**config.mk**
```make
export PLATFORM = sky130hd
export DESIGN_NAME = vector_load_unit
export DESIGN_NICKNAME = d
export VERILOG_FILES = /design/src/rtl/vector_load_unit_pkg.sv /design/src/rtl/vector_load_unit_word_buffer.sv /design/src/rtl/vector_load_unit.sv
export SDC_FILE = /design/constraint.sdc
export NUM_CORES = 1
export LEC_CHECK = 0
export CELL_PAD_IN_SITES_DETAIL_PLACEMENT = 1
export CELL_PAD_IN_SITES_GLOBAL_PLACEMENT = 1
export CORE_ASPECT_RATIO = 0.9
export CORE_UTILIZATION = 43
export CTS_CLUSTER_DIAMETER = 30
export DETAILED_ROUTE_END_ITERATION = 10
export PLACE_DENSITY = 0.92
export REMOVE_ABC_BUFFERS = 1
export SLEW_MARGIN = 20
export SYNTH_ARGS = -nofsm -noshare
export SYNTH_HDL_FRONTEND = slang
export SYNTH_HIERARCHICAL = 1
export SYNTH_SLANG_ARGS = --single-unit
export TNS_END_PERCENT = 30
```
**constraint.sdc**
```tcl
create_clock -name i_clk -period 6.7 [get_ports i_clk]
set_clock_uncertainty 0.05 [all_clocks]
set_input_delay 1.34 -clock i_clk [delete_from_list [all_inputs] [get_ports i_clk]]
set_output_delay 1.34 -clock i_clk [all_outputs]
set_load 0.03 [all_outputs]
```
**src/rtl/vector_load_unit_pkg.sv**
```systemverilog
// vector_load_unit_pkg
// Shared constants for the vector load unit and its neighbours:
//   - FSM state encodings (3-bit, legacy-compatible localparams)
//   - D-register position codes
//   - word / address widths
//   - register file source-select codes
// No ports; imported with "import vector_load_unit_pkg::*;".
package vector_load_unit_pkg;

  // Word and address widths of the register file / data memory path
  localparam int VLU_WORD_W = 32;
  localparam int VLU_ADDR_W = 32;
  localparam int VLU_WORDS  = 4;

  // FSM state encodings
  localparam logic [2:0] ST_IDLE  = 3'd0;
  localparam logic [2:0] ST_REQ   = 3'd1;
  localparam logic [2:0] ST_WAIT  = 3'd2;
  localparam logic [2:0] ST_WRITE = 3'd3;
  localparam logic [2:0] ST_ERR   = 3'd4;

  // D-register position codes; 3 is not a register
  localparam logic [1:0] POS_D1      = 2'd0;
  localparam logic [1:0] POS_D2      = 2'd1;
  localparam logic [1:0] POS_D3      = 2'd2;
  localparam logic [1:0] POS_ILLEGAL = 2'd3;

  // Register file write-port source-select codes
  localparam logic [1:0] RF_SRC_ALU = 2'd0;
  localparam logic [1:0] RF_SRC_VLU = 2'd1;
  localparam logic [1:0] RF_SRC_IMM = 2'd2;

endpackage

```
**src/rtl/vector_load_unit_word_buffer.sv**
```systemverilog
// vlu_word_buffer
// Four DATA_W-bit capture registers written one at a time by index.
// o_flat presents word 0 in the top bits (D[127:96]) down to word 3.
// The word being written this cycle is forwarded onto o_flat so the
// owner can snapshot a complete vector on the same edge that captures
// the final word.
// Ports:
//   i_clk, i_reset : clock, synchronous active-high reset
//   i_we           : write enable
//   i_idx          : word index to write (0..3)
//   i_wdata        : word to capture
//   o_flat         : 4*DATA_W flat view, word 0 in the MSBs
module vlu_word_buffer #(
  parameter int DATA_W = 32
) (
  input  logic                  i_clk,
  input  logic                  i_reset,
  input  logic                  i_we,
  input  logic [1:0]            i_idx,
  input  logic [DATA_W-1:0]     i_wdata,
  output logic [4*DATA_W-1:0]   o_flat
);

  logic [DATA_W-1:0] r_word [4];
  logic [DATA_W-1:0] w_view [4];

  always_ff @(posedge i_clk) begin
    if (i_reset) begin
      for (int i = 0; i < 4; i++) r_word[i] <= '0;
    end else if (i_we) begin
      r_word[i_idx] <= i_wdata;
    end
  end

  always_comb begin
    for (int i = 0; i < 4; i++) begin
      w_view[i] = r_word[i];
      if (i_we && (i_idx == 2'(i))) w_view[i] = i_wdata;
    end
  end

  assign o_flat = {w_view[0], w_view[1], w_view[2], w_view[3]};

endmodule

```
**src/rtl/vector_load_unit.sv**
```systemverilog
// vector_load_unit
// Fetches four consecutive words from data memory starting at a base
// address, assembles them into data0..data3 and issues a one-cycle
// reg_write so the register file loads one full 128-bit D register.
// Optional build macro: VLU_ALIGN_CHECK_EN -- when defined, a start
// with base_addr[3:0] != 0 is rejected (done+err, no memory traffic).
// Ports:
//   i_clk, i_reset        : clock, synchronous active-high reset
//   i_start               : load request, accepted only in IDLE
//   i_base_addr           : byte address of word 0
//   i_dest_pos            : target register 0:D1 1:D2 2:D3 (3 illegal)
//   o_busy, o_done, o_err : status; done/err are single-cycle pulses
//   o_mem_req/o_mem_addr  : read request and address
//   i_mem_gnt             : request accepted when mem_req & mem_gnt
//   i_mem_rvalid/rdata    : read response
//   o_data0..o_data3      : assembled words (data0 -> D[127:96])
//   o_data_pos            : destination register for the write
//   o_reg_write           : register file write strobe
//   o_dbg_state           : current FSM state
// Memory handshake: a request is transferred on a cycle where mem_req
// and mem_gnt are both high; mem_addr is held unchanged until then. Only
// one request is ever outstanding; its response is the first mem_rvalid
// seen in WAIT, and rvalid in any other state is discarded.
module vector_load_unit
  import vector_load_unit_pkg::*;
#(
  parameter int ADDR_W = 32,
  parameter int DATA_W = 32,
  parameter int STRIDE = 4
) (
  input  logic              i_clk,
  input  logic              i_reset,
  input  logic              i_start,
  input  logic [ADDR_W-1:0] i_base_addr,
  input  logic [1:0]        i_dest_pos,
  output logic              o_busy,
  output logic              o_done,
  output logic              o_err,
  output logic              o_mem_req,
  output logic [ADDR_W-1:0] o_mem_addr,
  input  logic              i_mem_gnt,
  input  logic              i_mem_rvalid,
  input  logic [DATA_W-1:0] i_mem_rdata,
  output logic [DATA_W-1:0] o_data0,
  output logic [DATA_W-1:0] o_data1,
  output logic [DATA_W-1:0] o_data2,
  output logic [DATA_W-1:0] o_data3,
  output logic [1:0]        o_data_pos,
  output logic              o_reg_write,
  output logic [2:0]        o_dbg_state
);

  logic [2:0]          r_state;
  logic [ADDR_W-1:0]   r_addr_q;
  logic [1:0]          r_dest_q;
  logic [1:0]          r_cnt;
  logic [DATA_W-1:0]   r_data [4];
  logic [1:0]          r_data_pos;

  logic                w_reject;
  logic                w_capture;
  logic [ADDR_W-1:0]   w_offset;
  logic [4*DATA_W-1:0] w_flat;

`ifdef VLU_ALIGN_CHECK_EN
  assign w_reject = (i_dest_pos == POS_ILLEGAL) || (i_base_addr[3:0] != 4'd0);
`else
  assign w_reject = (i_dest_pos == POS_ILLEGAL);
`endif

  // Offset wraps modulo 2^ADDR_W together with the addition below
  assign w_offset  = ADDR_W'(STRIDE) * {{(ADDR_W-2){1'b0}}, r_cnt};
  assign w_capture = (r_state == ST_WAIT) && i_mem_rvalid;

  vlu_word_buffer #(.DATA_W(DATA_W)) u_buf (
    .i_clk   (i_clk),
    .i_reset (i_reset),
    .i_we    (w_capture),
    .i_idx   (r_cnt),
    .i_wdata (i_mem_rdata),
    .o_flat  (w_flat)
  );

  always_ff @(posedge i_clk) begin
    if (i_reset) begin
      r_state    <= ST_IDLE;
      r_addr_q   <= '0;
      r_dest_q   <= '0;
      r_cnt      <= '0;
      r_data_pos <= '0;
      for (int i = 0; i < 4; i++) r_data[i] <= '0;
    end else begin
      case (r_state)
        ST_IDLE: begin
          if (i_start) begin
            r_addr_q <= i_base_addr;
            r_dest_q <= i_dest_pos;
            r_cnt    <= 2'd0;
            r_state  <= w_reject ? ST_ERR : ST_REQ;
          end
        end
        ST_REQ: begin
          if (i_mem_gnt) r_state <= ST_WAIT;
        end
        ST_WAIT: begin
          if (i_mem_rvalid) begin
            if (r_cnt == 2'd3) begin
              // Output words only change here, so a partial vector is never visible
              for (int i = 0; i < 4; i++)
                r_data[i] <= w_flat[(4-i)*DATA_W-1 -: DATA_W];
              r_data_pos <= r_dest_q;
              r_state    <= ST_WRITE;
            end else begin
              r_cnt   <= r_cnt + 2'd1;
              r_state <= ST_REQ;
            end
          end
        end
        ST_WRITE: r_state <= ST_IDLE;
        ST_ERR:   r_state <= ST_IDLE;
        default:  r_state <= ST_IDLE;
      endcase
    end
  end

  assign o_busy      = (r_state != ST_IDLE);
  assign o_done      = (r_state == ST_WRITE) || (r_state == ST_ERR);
  assign o_err       = (r_state == ST_ERR);
  assign o_mem_req   = (r_state == ST_REQ);
  assign o_mem_addr  = o_mem_req ? (r_addr_q + w_offset) : '0;
  assign o_reg_write = (r_state == ST_WRITE);
  assign o_data0     = r_data[0];
  assign o_data1     = r_data[1];
  assign o_data2     = r_data[2];
  assign o_data3     = r_data[3];
  assign o_data_pos  = r_data_pos;
  assign o_dbg_state = r_state;

endmodule

```
# --- After elaboration in Yosys (flattened, before gate mapping) ---
# Memory sizes are Yosys's and may differ from the RTL's.
# Cells that the tools add are included.
totals:
  register_bits: 41
  mem_bits_rw: 256
  input_bits: 71
  out_inout_bits: 170
  n_memories: 2
classes:
  n_addsub: 2
  eq_ne: 12
  muxes: 32
  bitwise: 4
  reduce_logical: 15
memory_table:
  columns: ["name", "words", "word_bits", "rd", "rd_clocked_by_memory_dff", "write_ports", "line", "rtl"]
  rows:
  - ["r_data", 4, 32, 4, 0, 4, "vector_load_unit.sv:57", "logic [DATA_W-1:0] r_data [4];"]
  - ["u_buf.r_word", 4, 32, 4, 0, 4, "vector_load_unit_word_buffer.sv:24", "logic [DATA_W-1:0] r_word [4];"]
ops:
  columns: ["op", "count"]
  rows:
  - ["$mux W32", 10]
  - ["$add A32 B4 Y32", 1]
  - ["$reduce_or A32 Y1", 1]
  - ["$mux W3", 4]
  - ["$mux W1", 11]
  - ["$mux W2", 5]
  - ["$pmux W3 S3", 1]
  - ["$eq A2 B2 Y1 const B", 3]
  - ["$eq A3 B2 Y1 const B", 2]
  - ["$ne A2 B2 Y1 const B", 3]
  - ["$reduce_and A3 Y1", 2]
  - ["$logic_and A1 B1 Y1", 5]
  - ["$or A1 B1 Y1", 4]
  - ["$pmux W2 S2", 1]
  - ["$reduce_and A4 Y1", 1]
  - ["$eq A3 B1 Y1 const B", 1]
  - ["$eq A3 B3 Y1 const B", 1]
  - ["$logic_not A3 Y1", 1]
  - ["$reduce_bool A3 Y1", 1]
  - ["$add A2 B1 Y2 const B", 1]
  - ["$eq A2 B1 Y1 const B", 1]
  - ["$logic_not A2 Y1", 1]
  - ["$ne A2 B1 Y1 const B", 1]
  - ["$reduce_and A2 Y1", 1]
  - ["2 further kinds", 2]

# --- Longest topological paths before layout ---
# Gate-level depths: netlist (run 1).
depth:
  word_depth: 7
  mapped_depth: 8

# --- Cells and area by module ---
# The synthesis (run 1) kept the hierarchy.
modules_own_cells:
  columns: ["module", "n_inst", "cells_per_inst", "area_each_um2", "seq_area_each_um2"]
  rows:
  - ["vector_load_unit", 1, 600, 7068.0, 4664.5]
  - ["vlu_word_buffer", 1, 428, 6348.6, 3843.7]

# --- Worst setup path before layout (run 1) ---
# Ideal clock, no wire load.
synth_timing:
  kind: "input port to flip-flop"
  start: "input i_reset"
  end: "memory r_data[0][0] (enable)"
  t_arrival_ns: 4.672
  t_required_ns: 6.140
  slack_ns: 1.468
  stages: 2
  cell_sequence: "clkbuf_1 > nand2b_1"
synth_rtl:
  columns: ["item", "line", "rtl"]
  rows:
  - ["from (decl)", "vector_load_unit.sv:32", "input logic i_reset,"]
  - ["to (decl)", "vector_load_unit.sv:57", null]

# --- Worst setup path in the final report (run 1) ---
layout_timing:
  start: "register r_cnt[0]"
  end: "output o_mem_addr[28]"
layout_between:
  elab_chain_len: 2
layout_rtl:
  columns: ["item", "line", "rtl"]
  rows:
  - ["from (decl)", "vector_load_unit.sv:56", "logic [1:0] r_cnt;"]
  - ["from (signal assigned)", "vector_load_unit.sv:114", "r_cnt <= r_cnt + 2'd1;"]
  - ["$add A32 B4 Y32", "vector_load_unit.sv:130", "assign o_mem_addr = o_mem_req ? (r_addr_q + w_offset) : '0;"]
  - ["$mux W32", "vector_load_unit.sv:130", null]
  - ["to (decl)", "vector_load_unit.sv:40", "output logic [ADDR_W-1:0] o_mem_addr,"]
# Every way passes these cells.

==> metrics.md, run 1 <==
| Metric | Value |
|---|---|
| Dpl ws | `about 1.9 ns` |
| Share of layout cells above drive strength 1 | `0.1901` |
| Main flop type after synthesis | `edfxtp_1` |
| TritonRoute pass-1 iters | `5` |
| Status | `finished clean` |
| Chip width | `188.2 um` |
| Nets | `roughly 1400` |
| Sequential power share | `0.370` |
| Slowest-stage cell, CP | `clkdlybuf4s50_1` |
| Postcts setup bufs | `0` |
| Max Freq | `~180 MHz` |
| Largest net degree at the start of global routing | `83` |
| FFs w/ async S/R, synth | `0` |
| Final instance area | `around 18000 um^2` |
| Total GRT Usage | `0.2663` |
| Setup Crit Path Kind | `flip-flop to output port` |
| Post-synthesis instance total | `1028` |
| CP startpoint kind | `flip-flop` |
| RSZ-0062 raised after global routing | `no` |
| CTS clock-pin slew for the worst setup and hold paths | `0.04 ns` |
| Clock power frac | `0.562` |
| Net load switching power | `1370 uW` |
| Cts bufs inserted | `69` |
| Endpoint class of the critical path | `output port` |
| CP Cell Sequence | `ha_1, fa_1, and4_4, or4b_4, or4_1, a21oi_1, clkdlybuf4s50_1` |
| Hold buffer count at CTS | `0` |
| Delay-heaviest family, CP | `simple AND/OR/NAND/NOR gates` |
| Critical Path AT | `4.03 ns` |
| Syn Area/Cell | `13.05 um^2` |
| Die area | `approximately 32000 um^2` |
| Critical path peak fanout | `15` |
| Switching share of total power | `0.2368` |
| FP Rows | `60` |
| Final ANT Viol Nets | `0` |
| Internal | `between 4000 and 5000 uW` |
| Yosys top cell area share | `0.5730` |
| Synth area leaders | `edfxtp_1 (57%), and2_1 (11%), mux2_2 (10%)` |
| Hold WC Path Type | `flip-flop to flip-flop` |
| Post-CTS Resized | `0` |
| Max-cap viol count | `0` |
| Sequential area share after synthesis | `0.6342` |
| Total gr overflow | `0` |
| Max H-tree Level | `3` |
| IO Pins | `241` |
| DRC Markers | `0` |
| Final WS setup | `1.281 ns` |
| Area leader, netlist | `edfxtp_1` |
| First-pass GRT wire length | `63.21 mm` |
| Max-slew headroom | `0.2317` |
| Final hold viol count | `0` |
| Core ar. | `30250 um^2` |
| Cell Area, Placed | `16160 um^2` |
| Bufs on Longest Clock Path | `3` |
| CP bufs+invs | `1` |
| Leakage | `between 0.006 and 0.007 uW` |
| Vias in the first global route | `about 10000` |
| CTS tree | `yes` |
| Initial antenna violation count | `1` |
| Clock Latency Late Sink | `roughly 0.56 ns` |
| Min Tclk post-route | `5.419 ns` |
| Placer Congestion | `about 0.81` |
| Wire per inst | `24.42 um` |
| Final core occ | `0.6076` |
| Worst path required time | `5.31 ns` |
| Vias per cell | `~5.4` |
| Port Buf Inserts | `240` |
| Worst Tran Pin Value | `approximately 1.2 ns` |
| Via count | `between 9000 and 10000` |
| Synthesized cell area | `13420 um^2` |
| Final WL | `42.50 mm` |
| Distinct cells, synth | `49` |
| Total Neg Setup Slack | `0 ns` |
| Logic pwr share | `0.068` |
| Crit path largest cell delay | `approximately 0.7 ns` |
| Synth warn | `6` |
| Register bit total from synthesis | `around 300` |
| EDFF count, synth | `256` |
| Root buf cell | `clkbuf_16` |
| Peak supply drop | `0.1711 mV` |
| Final Max Slew Viols | `0` |
| Initial core utilization | `0.4435` |
| Period utilisation layout | `0.8088` |
| Post-DP HPWL | `~24 mm` |
| Iter 0 DRT Violations | `665` |
| Area grow syn2layout | `37.00%` |
| Pwr Density | `around 310 nW/um^2` |
| Die height | `between 150 and 200 um` |
| Final setup viols | `0` |
| Clock Sink Count | `297` |
## routing by layer
metal	wire, um	global-route usage	vias up	share of wire
li1	-	-	4192	-
met1	16440	0.3064	4676	0.39
met2	21970	0.4820	393	0.52
met3	2844	0.06203	91	0.067
met4	1243	0.09685	0	0.029
met5	0	0	-	0
## stage by stage
step                hold WS, ns  power (uW)  instances
finish                   0.4077        5785       1740
global route             0.4394        5927       1740
CTS                      0.4107        5825       1739
detailed placement       0.4054        2553       1622
global placement         0.3948        2535       1622
floorplan                0.3757        2351        969
## cells by family (layout without fill, tap and decap cells)
| kind of cell | after synthesis | count (layout) | synth area share |
|---|---|---|---|
| DFF | 297 | 297 | 0.6342 |
| AOI/OAI and AO/OA | 74 | 74 | 0.02956 |
| xor gates and xnor gates | 12 | 12 | 0.007834 |
| buffers and inverters | 69 | 377 | 0.02313 |
| other | 0 | 1 | 0 |
| and+or+nand+nor | 440 | 440 | 0.1906 |
| muxes | 132 | 132 | 0.1104 |
| adders and majority gates | 4 | 4 | 0.004290 |
## state kept, by name, summed over array words and instances (netlist names)
signal and flops:
o_data_pos 2, o_dbg_state 3, r_addr_q 32, r_cnt 2, r_data 128, r_dest_q 2
u_buf/r_word 128
## cells in the final DEF, fill, tap and decap left out, types with 9 or more instances in the layout
cell,n
dfxtp_1,41
nor2_1,33
clkinv_1,9
nand2_1,81
clkinv_2,12
clkbuf_1,9
or3_1,11
buf_4,9
and2_1,242
edfxtp_1,256
clkdlybuf4s50_1,239
o21ai_0,9
a21oi_1,55
nand3b_1,9
mux2_2,124
inv_1,10
clkbuf_16,70
## cell type report
type	instances	area [um^2]
sequential	297	8508
multi-input combinational	662	4631
clock inverter	38	427.9
tap	403	504.2
timing repair buffer	250	2485
clock buffer	79	1785
inverter	10	37.54
fill	2891	11870
antenna	1	2.502
## worst min-delay path, cell delays in order, from the launching register on
cell and delay [ns]:
dfxtp_1 0.30, nand2_1 0.05, a21oi_1 0.05
## power groups by stage
stage          combinational (uW)  clock, uW  sequential [uW]
2_1_floorplan                 139          0             2210
3_3_place_gp                  376          0             2160
3_5_place_dp                  386          0             2170
4_1_cts                       395       3290             2140
5_1_grt                       417       3360             2150
6_report                      394       3250             2140
## synth_stat cells, types with 5 or more instances
cell / count
or4_1: 7
o31ai_1: 7
nand3_1: 7
inv_1: 10
dfxtp_1: 41
nand3b_1: 9
nand2_1: 81
nand4_1: 7
a21oi_1: 55
xnor2_1: 7
edfxtp_1: 256
buf_2: 11
nor2_1: 35
xor2_1: 5
clkbuf_1: 40
and2_1: 242
nand2b_1: 7
mux2_2: 124
o21ai_0: 9
or3_1: 11
## path summary, 6_finish.rpt
path,startpoint,end,slack (ns),cells after the start
max reg2reg,o_dbg_state[1]$_SDFFE_PP0P_,u_buf/r_word[0][8]$_SDFFCE_PN0P_,3.12,3
min,r_dest_q[0]$_SDFFE_PP0P_,r_dest_q[0]$_SDFFE_PP0P_,0.41,2
min reg2reg,r_dest_q[0]$_SDFFE_PP0P_,r_dest_q[0]$_SDFFE_PP0P_,0.41,2
max,r_cnt[0]$_SDFFE_PP0P_,o_mem_addr[28],1.28,7
Power figures use the tool's default switching activity.
==> run 2, diff against run 1 <==
--- a/config.mk
+++ b/config.mk
@@ -8,10 +8,10 @@
 export CELL_PAD_IN_SITES_DETAIL_PLACEMENT = 1
 export CELL_PAD_IN_SITES_GLOBAL_PLACEMENT = 1
 export CORE_ASPECT_RATIO = 0.9
-export CORE_UTILIZATION = 43
+export CORE_UTILIZATION = 39
 export CTS_CLUSTER_DIAMETER = 30
 export DETAILED_ROUTE_END_ITERATION = 10
-export PLACE_DENSITY = 0.92
+export PLACE_DENSITY = 0.88
 export REMOVE_ABC_BUFFERS = 1
 export SLEW_MARGIN = 20
 export SYNTH_ARGS = -nofsm -noshare
==> constraint.sdc (replaced) <==
create_clock -name i_clk -period 4.4 [get_ports i_clk]
set_clock_uncertainty 0.05 [all_clocks]
set_input_delay 0.88 -clock i_clk [delete_from_list [all_inputs] [get_ports i_clk]]
set_output_delay 0.88 -clock i_clk [all_outputs]
set_load 0.03 [all_outputs]
==> run 2 against run 1 <==
  * Power increased by 46%
  * Via count grew 0.18%
  * Sequential cell count is the same
  * Die area is 10% higher
  * Wire length shrank 4.4%
  * Setup slack got worse by 1.1 ns
  * Register-to-register slack worse by 1.5 ns
  * Sequential share of layout area shrank 0.40 points
  * Global-route usage decreased by 3.6 points
  * Critical path type unchanged
  * Largest power group unchanged
==> metrics.md, run 2 (synthesized netlist as in run 1, its figures left out) <==
| Metric | Value |
|---|---|
| Total gr overflow | `0` |
| Final hold viol count | `0` |
| Worst Tran Pin Value | `0.9279 ns` |
| Final WL | `40.64 mm` |
| Top Registers | `r_data: 128 flops, u_buf/r_word: 128 flops, r_addr_q: 32 flops` |
| Critical Path AT | `3.31 ns` |
| Pwr Density | `455.9 nW/um^2` |
| RR Startpoint | `o_dbg_state[1]$_SDFFE_PP0P_` |
| Cts bufs inserted | `between 60 and 70` |
| Max-cap viol count | `0` |
| Via count | `9369` |
| Peak supply drop | `0.3141 mV` |
| Total GRT Usage | `0.2300` |
| CP startpoint | `r_addr_q[3]$_SDFFE_PP0P_` |
| Die height | `around 180 um` |
| Min Tclk post-route | `4.244 ns` |
| Worst path required time | `3.47 ns` |
| Fillers | `3442` |
| IO Pins | `241` |
| Critical path peak fanout | `16` |
| Most common cell after layout, fill and taps aside | `edfxtp_1` |
| Placer Congestion | `0.8332` |
| Area grow syn2layout | `38.19%` |
| Max-slew headroom | `0.3808` |
| Status | `finished clean` |
| Post-DP HPWL | `25.36 mm` |
| Final Power | `around 8500 uW` |
| Nets | `between 1000 and 1500` |
| Final instance area | `~19000 um^2` |
| Port Buf Inserts | `240` |
| Setup Crit Path Kind | `flip-flop to output port` |
| Largest net degree at the start of global routing | `55` |
| Clock Sink Count | `297` |
| Die area | `35150 um^2` |
| Hold buffer count at CTS | `0` |
| Bufs on Longest Clock Path | `3` |
| Initial antenna violation count | `2` |
| Cell Area, Placed | `16430 um^2` |
| Final setup viols | `0` |
| Max H-tree Level | `2` |
| Wire per inst | `22.41 um` |
| Core ar. | `33950 um^2` |
| Chip width | `197.5 um` |
| FP Rows | `64` |
| Hold wc startpoint | `r_addr_q[2]$_SDFFE_PP0P_` |
| TritonRoute pass-1 iters | `5` |
| Commonest non-fill, non-tap cells in the layout | `edfxtp_1 (256), and2_1 (242), clkdlybuf4s50_1 (231)` |
| Final ANT Viol Nets | `0` |
| Share of layout cells above drive strength 1 | `0.1985` |
| Clock Latency Late Sink | `roughly 0.59 ns` |
| Leakage | `approximately 0.0070 uW` |
| Final Max Slew Viols | `0` |
| Max Freq | `235.6 MHz` |
| RSZ-0062 raised after global routing | `no` |
| Root buf cell | `clkbuf_16` |
| Vias in the first global route | `slightly above 10000` |
| Hold WC Path Type | `flip-flop to flip-flop` |
| DRC Markers | `0` |
| Iter 0 DRT Violations | `between 400 and 500` |
| CTS tree | `yes` |
| First-pass GRT wire length | `60.69 mm` |
| CTS clock-pin slew for the worst setup and hold paths | `around 0.04 ns` |
| Period utilisation layout | `0.9645` |
| CP startpoint kind | `flip-flop` |
| Vias per cell | `approximately 5.2` |
| Endpoint class of the critical path | `output port` |
| Initial core utilization | `0.3952` |
## run 2: cell types whose count changed in the layout (fill, tap and decap cells not counted), moves of 3 or more
cell,previous run,this run
clkinvlp_4,4,9
clkbuf_16,70,63
inv_16,3,0
buf_4,9,19
clkdlybuf4s50_1,239,231
clkinv_4,0,5
buf_12,1,7
dlymetal6s2s_1,0,5
clkinv_2,12,9
clkbuf_1,9,6
## run 2: metrics by stage
stage	hold slack [ns]	setup slack, ns	setup TNS (ns)	utilization	instances
after floorplan	0.3757	-0.2282	-29.21	-	969
after global placement	0.3937	0.5009	0	0.4839	1697
after detailed placement	0.4095	0.4811	0	0.4839	1697
after CTS	0.4156	0.01706	0	0.5456	1812
after global routing	0.4340	0.01383	0	0.5460	1812
final	0.4113	0.1560	0	0.5461	1813
## run 2: timing repair
action,CTS,global route
buffers inserted,0,0
setup endpoints to repair,3,6
resized for setup,3,6
## run 2: path summary, 6_finish.rpt
kind                                      end  slack [ns]  cells past startpoint
setup reg to reg  r_data[1][18]$_SDFFCE_PN0P_        1.63                      5
hold reg to reg      r_addr_q[2]$_SDFFE_PP0P_        0.41                      2
hold / removal       r_addr_q[2]$_SDFFE_PP0P_        0.41                      2
setup / recovery               o_mem_addr[25]        0.16                      6
## run 2: final cells by class
type	instances	area [um^2]	share of cell area
multi-input cells	662	4626	0.2495
clock buffers	70	1613	0.08699
repair buffers	266	2690	0.1451
flip-flops and latches	297	8508	0.4589
inverters	10	37.54	0.002025
clock inverters	45	485.5	0.02618
well taps	462	578.1	0.03118
diodes	1	2.502	0.0001350
## run 2: per-layer routing
layer / vias up / global-route usage / part of all wire
met2: 323 / 0.4112 / 0.50
met5: - / 0 / 0.00076
met3: 67 / 0.05169 / 0.064
met1: 4765 / 0.2745 / 0.41
met4: 4 / 0.06977 / 0.023
li1: 4210 / - / -
## run 2: power by group
group          leakage (uW)  switching, uW  internal, uW
logic               0.00303            365           250
registers           0.00298           73.6          3170
clock network      0.000996           1560          3040
## run 2: critical path, stage by stage, from the launching register on
cell             delay, ns
dfxtp_1               0.33
ha_1                  0.29
a21oi_1               0.19
or4_4                 0.64
or4_1                 0.43
a21oi_1               0.18
clkdlybuf4s50_1       0.70
==> run 3, diff against run 2 <==
--- a/config.mk
+++ b/config.mk
@@ -11,6 +11,7 @@
 export CORE_UTILIZATION = 39
 export CTS_CLUSTER_DIAMETER = 30
 export DETAILED_ROUTE_END_ITERATION = 10
+export GPL_TIMING_DRIVEN = 0
 export PLACE_DENSITY = 0.88
 export REMOVE_ABC_BUFFERS = 1
 export SLEW_MARGIN = 20
==> run 3 against run 2 <==
  * Global-route usage increased by 0.30 points
  * First-iteration DRC count is 6.3% lower
  * Clock power is 14% higher
  * Core utilization increased by 1.2 points
  * Cell area rose by 2.2%
  * Sequential cell count unchanged
  * Count of clock-buffer cells in the layout grew 15
  * Critical path type unchanged
  * Register-to-register slack got worse by 0.69 ns
  * Non-clock buffer count is 1 lower
  * Sequential power barely moved
  * Worst hold slack better by 0.0043 ns
  * Largest cell class unchanged
==> metrics.md, run 3 (synthesized netlist as in run 1, its figures left out) <==
| Metric | Value |
|---|---|
| Status | `finished clean` |
| Die height | `between 150 and 200 um` |
| Critical Path AT | `3.34 ns` |
| Setup Crit Path Kind | `flip-flop to output port` |
| Min Tclk post-route | `4.269 ns` |
| Hold WC Path Type | `flip-flop to flip-flop` |
| Port Buf Inserts | `240` |
| CP Cell Sequence | `ha_1, a21oi_1, or4_4, or3_1, a21oi_1, clkdlybuf4s50_1` |
| Core ar. | `~34000 um^2` |
| Cts bufs inserted | `69` |
| Max-cap viol count | `0` |
| Max-slew headroom | `0.2924` |
| Delay-heaviest family, CP | `simple AND/OR/NAND/NOR gates` |
| Placer Congestion | `0.8017` |
| Sequential power share | `0.357` |
| Switching share of total power | `0.2363` |
| Final Max Slew Viols | `0` |
| Final hold viol count | `0` |
| Net load switching power | `2149 uW` |
| CP startpoint kind | `flip-flop` |
| Die area | `35150 um^2` |
| Top Registers | `r_data: 128 flops, u_buf/r_word: 128 flops, r_addr_q: 32 flops` |
| Chip width | `197.5 um` |
| Vias in the first global route | `a little over 10000` |
| Peak supply drop | `0.2918 mV` |
| Commonest non-fill, non-tap cells in the layout | `edfxtp_1 (256), and2_1 (242), clkdlybuf4s50_1 (226)` |
| Seq. cell area | `8516 um^2` |
| Area grow syn2layout | `41.25%` |
| Final WL | `between 40 and 50 mm` |
| Cell total after placement | `1692` |
| CTS tree | `yes` |
| DRC Markers | `0` |
| Bufs on Longest Clock Path | `3` |
| Share of layout cells above drive strength 1 | `0.2101` |
| Largest net degree at the start of global routing | `54` |
| Clock Sink Count | `297` |
| Clock Latency Late Sink | `0.57 ns` |
| Logic pwr share | `0.068` |
| Cell Count, Final, Fillers Out | `1824` |
| Slowest-stage cell, CP | `clkdlybuf4s50_1` |
| Root buf cell | `clkbuf_16` |
| Cell mode on critical path | `a21oi_1` |
| Max Freq | `234.3 MHz` |
| Final WS setup | `0.1313 ns` |
| CP bufs+invs | `1` |
| CTS clock-pin slew for the worst setup and hold paths | `about 0.04 ns` |
| Worst path required time | `3.47 ns` |
| Dpl ws | `-0.1321 ns` |
| FP Rows | `between 60 and 70` |
| Fillers | `3394` |
| First-pass GRT wire length | `61.00 mm` |
| Worst Tran Pin Value | `1.061 ns` |
| Post-DP HPWL | `25.63 mm` |
| Fin Hold WS | `0.4156 ns` |
| Max H-tree Level | `3` |
| Initial antenna violation count | `2` |
| Total gr overflow | `0` |
| Leakage | `0.007145 uW` |
| Most common cell after layout, fill and taps aside | `edfxtp_1` |
| Critical path peak fanout | `16` |
| TritonRoute pass-1 iters | `5` |
| Iter 0 DRT Violations | `447` |
| Initial core utilization | `0.3952` |
| Via count | `approximately 9400` |
| Wire per inst | `~23 um` |
| Nets | `about 1400` |
| Endpoint class of the critical path | `output port` |
| Final ANT Viol Nets | `0` |
| Final setup viols | `0` |
| Pwr Density | `480.0 nW/um^2` |
| Multi-input gate area | `4643 um^2` |
| Total GRT Usage | `0.2330` |
| Internal | `6947 uW` |
| Clock power frac | `0.575` |
| IO Pins | `between 200 and 250` |
| Period utilisation layout | `0.9702` |
| Vias per cell | `5.133` |
| Crit path largest cell delay | `approximately 0.7 ns` |
-- run 3: final timing paths --
| path | startpoint | to | slack [ns] | cells after the start |
|---|---|---|---|---|
| worst max-delay path | r_cnt[1]$_SDFFE_PP0P_ | o_mem_addr[17] | 0.13 | 6 |
| worst min-delay path | r_addr_q[0]$_SDFFE_PP0P_ | r_addr_q[0]$_SDFFE_PP0P_ | 0.42 | 2 |
| worst max register to register | o_dbg_state[1]$_SDFFE_PP0P_ | u_buf/r_word[0][15]$_SDFFCE_PN0P_ | 0.94 | 3 |
| worst min register to register | r_addr_q[0]$_SDFFE_PP0P_ | r_addr_q[0]$_SDFFE_PP0P_ | 0.42 | 2 |
-- run 3: metrics by stage --
| step | total power (uW) | utilization | setup TNS (ns) | cell area [um^2] |
|---|---|---|---|---|
| 6_report | 9096 | 0.5582 | 0 | 18950 |
| 5_1_grt | 9342 | 0.5582 | -0.004474 | 18950 |
| 4_1_cts | 9166 | 0.5572 | 0 | 18920 |
| 3_5_place_dp | 3914 | 0.4872 | -0.3880 | 16540 |
| 3_3_place_gp | 3867 | 0.4749 | -1241.27 | 16120 |
| 2_1_floorplan | 3580 | - | -29.21 | 13140 |
-- run 3: worst min-delay path, delay by kind of cell (launching register included) --
| family | cells | cell delay (ns) |
|---|---|---|
| AO/OA/AOI/OAI | 1 | 0.06 |
| flip-flops | 1 | 0.30 |
| AND/OR/NAND/NOR | 1 | 0.05 |
-- run 3: repair_timing --
item                                    in CTS  in global routing
endpoints found under the setup margin      16                 11
hold buffers                                 0                  0
resized for setup                           21                  4
setup buffers                                0                  4
-- run 3: layer usage --
| layer | GRT usage | part of all wire |
|---|---|---|
| met3 | 0.05720 | 0.062 |
| met4 | 0.08107 | 0.025 |
| met1 | 0.2691 | 0.40 |
| met5 | 0 | 0.00029 |
| met2 | 0.4187 | 0.52 |
-- run 3: layout make-up --
type                            instances  share of cell area
Clock inverter                         42             0.02912
Inverter                               10            0.001981
Sequential cell                       297              0.4494
Tap cell                              462             0.03050
Clock buffer                           85             0.09653
Antenna cell                            1           0.0001320
Timing Repair Buffer                  265              0.1474
Multi-Input combinational cell        662              0.2450
-- run 3: power by group through the flow --
stage	Sequential (uW)	Combinational, uW	Clock [uW]
floorplan	3370	212	0
global placement	3300	572	0
detailed placement	3290	620	0
CTS	3250	627	5290
global route	3260	660	5430
finish	3250	623	5230
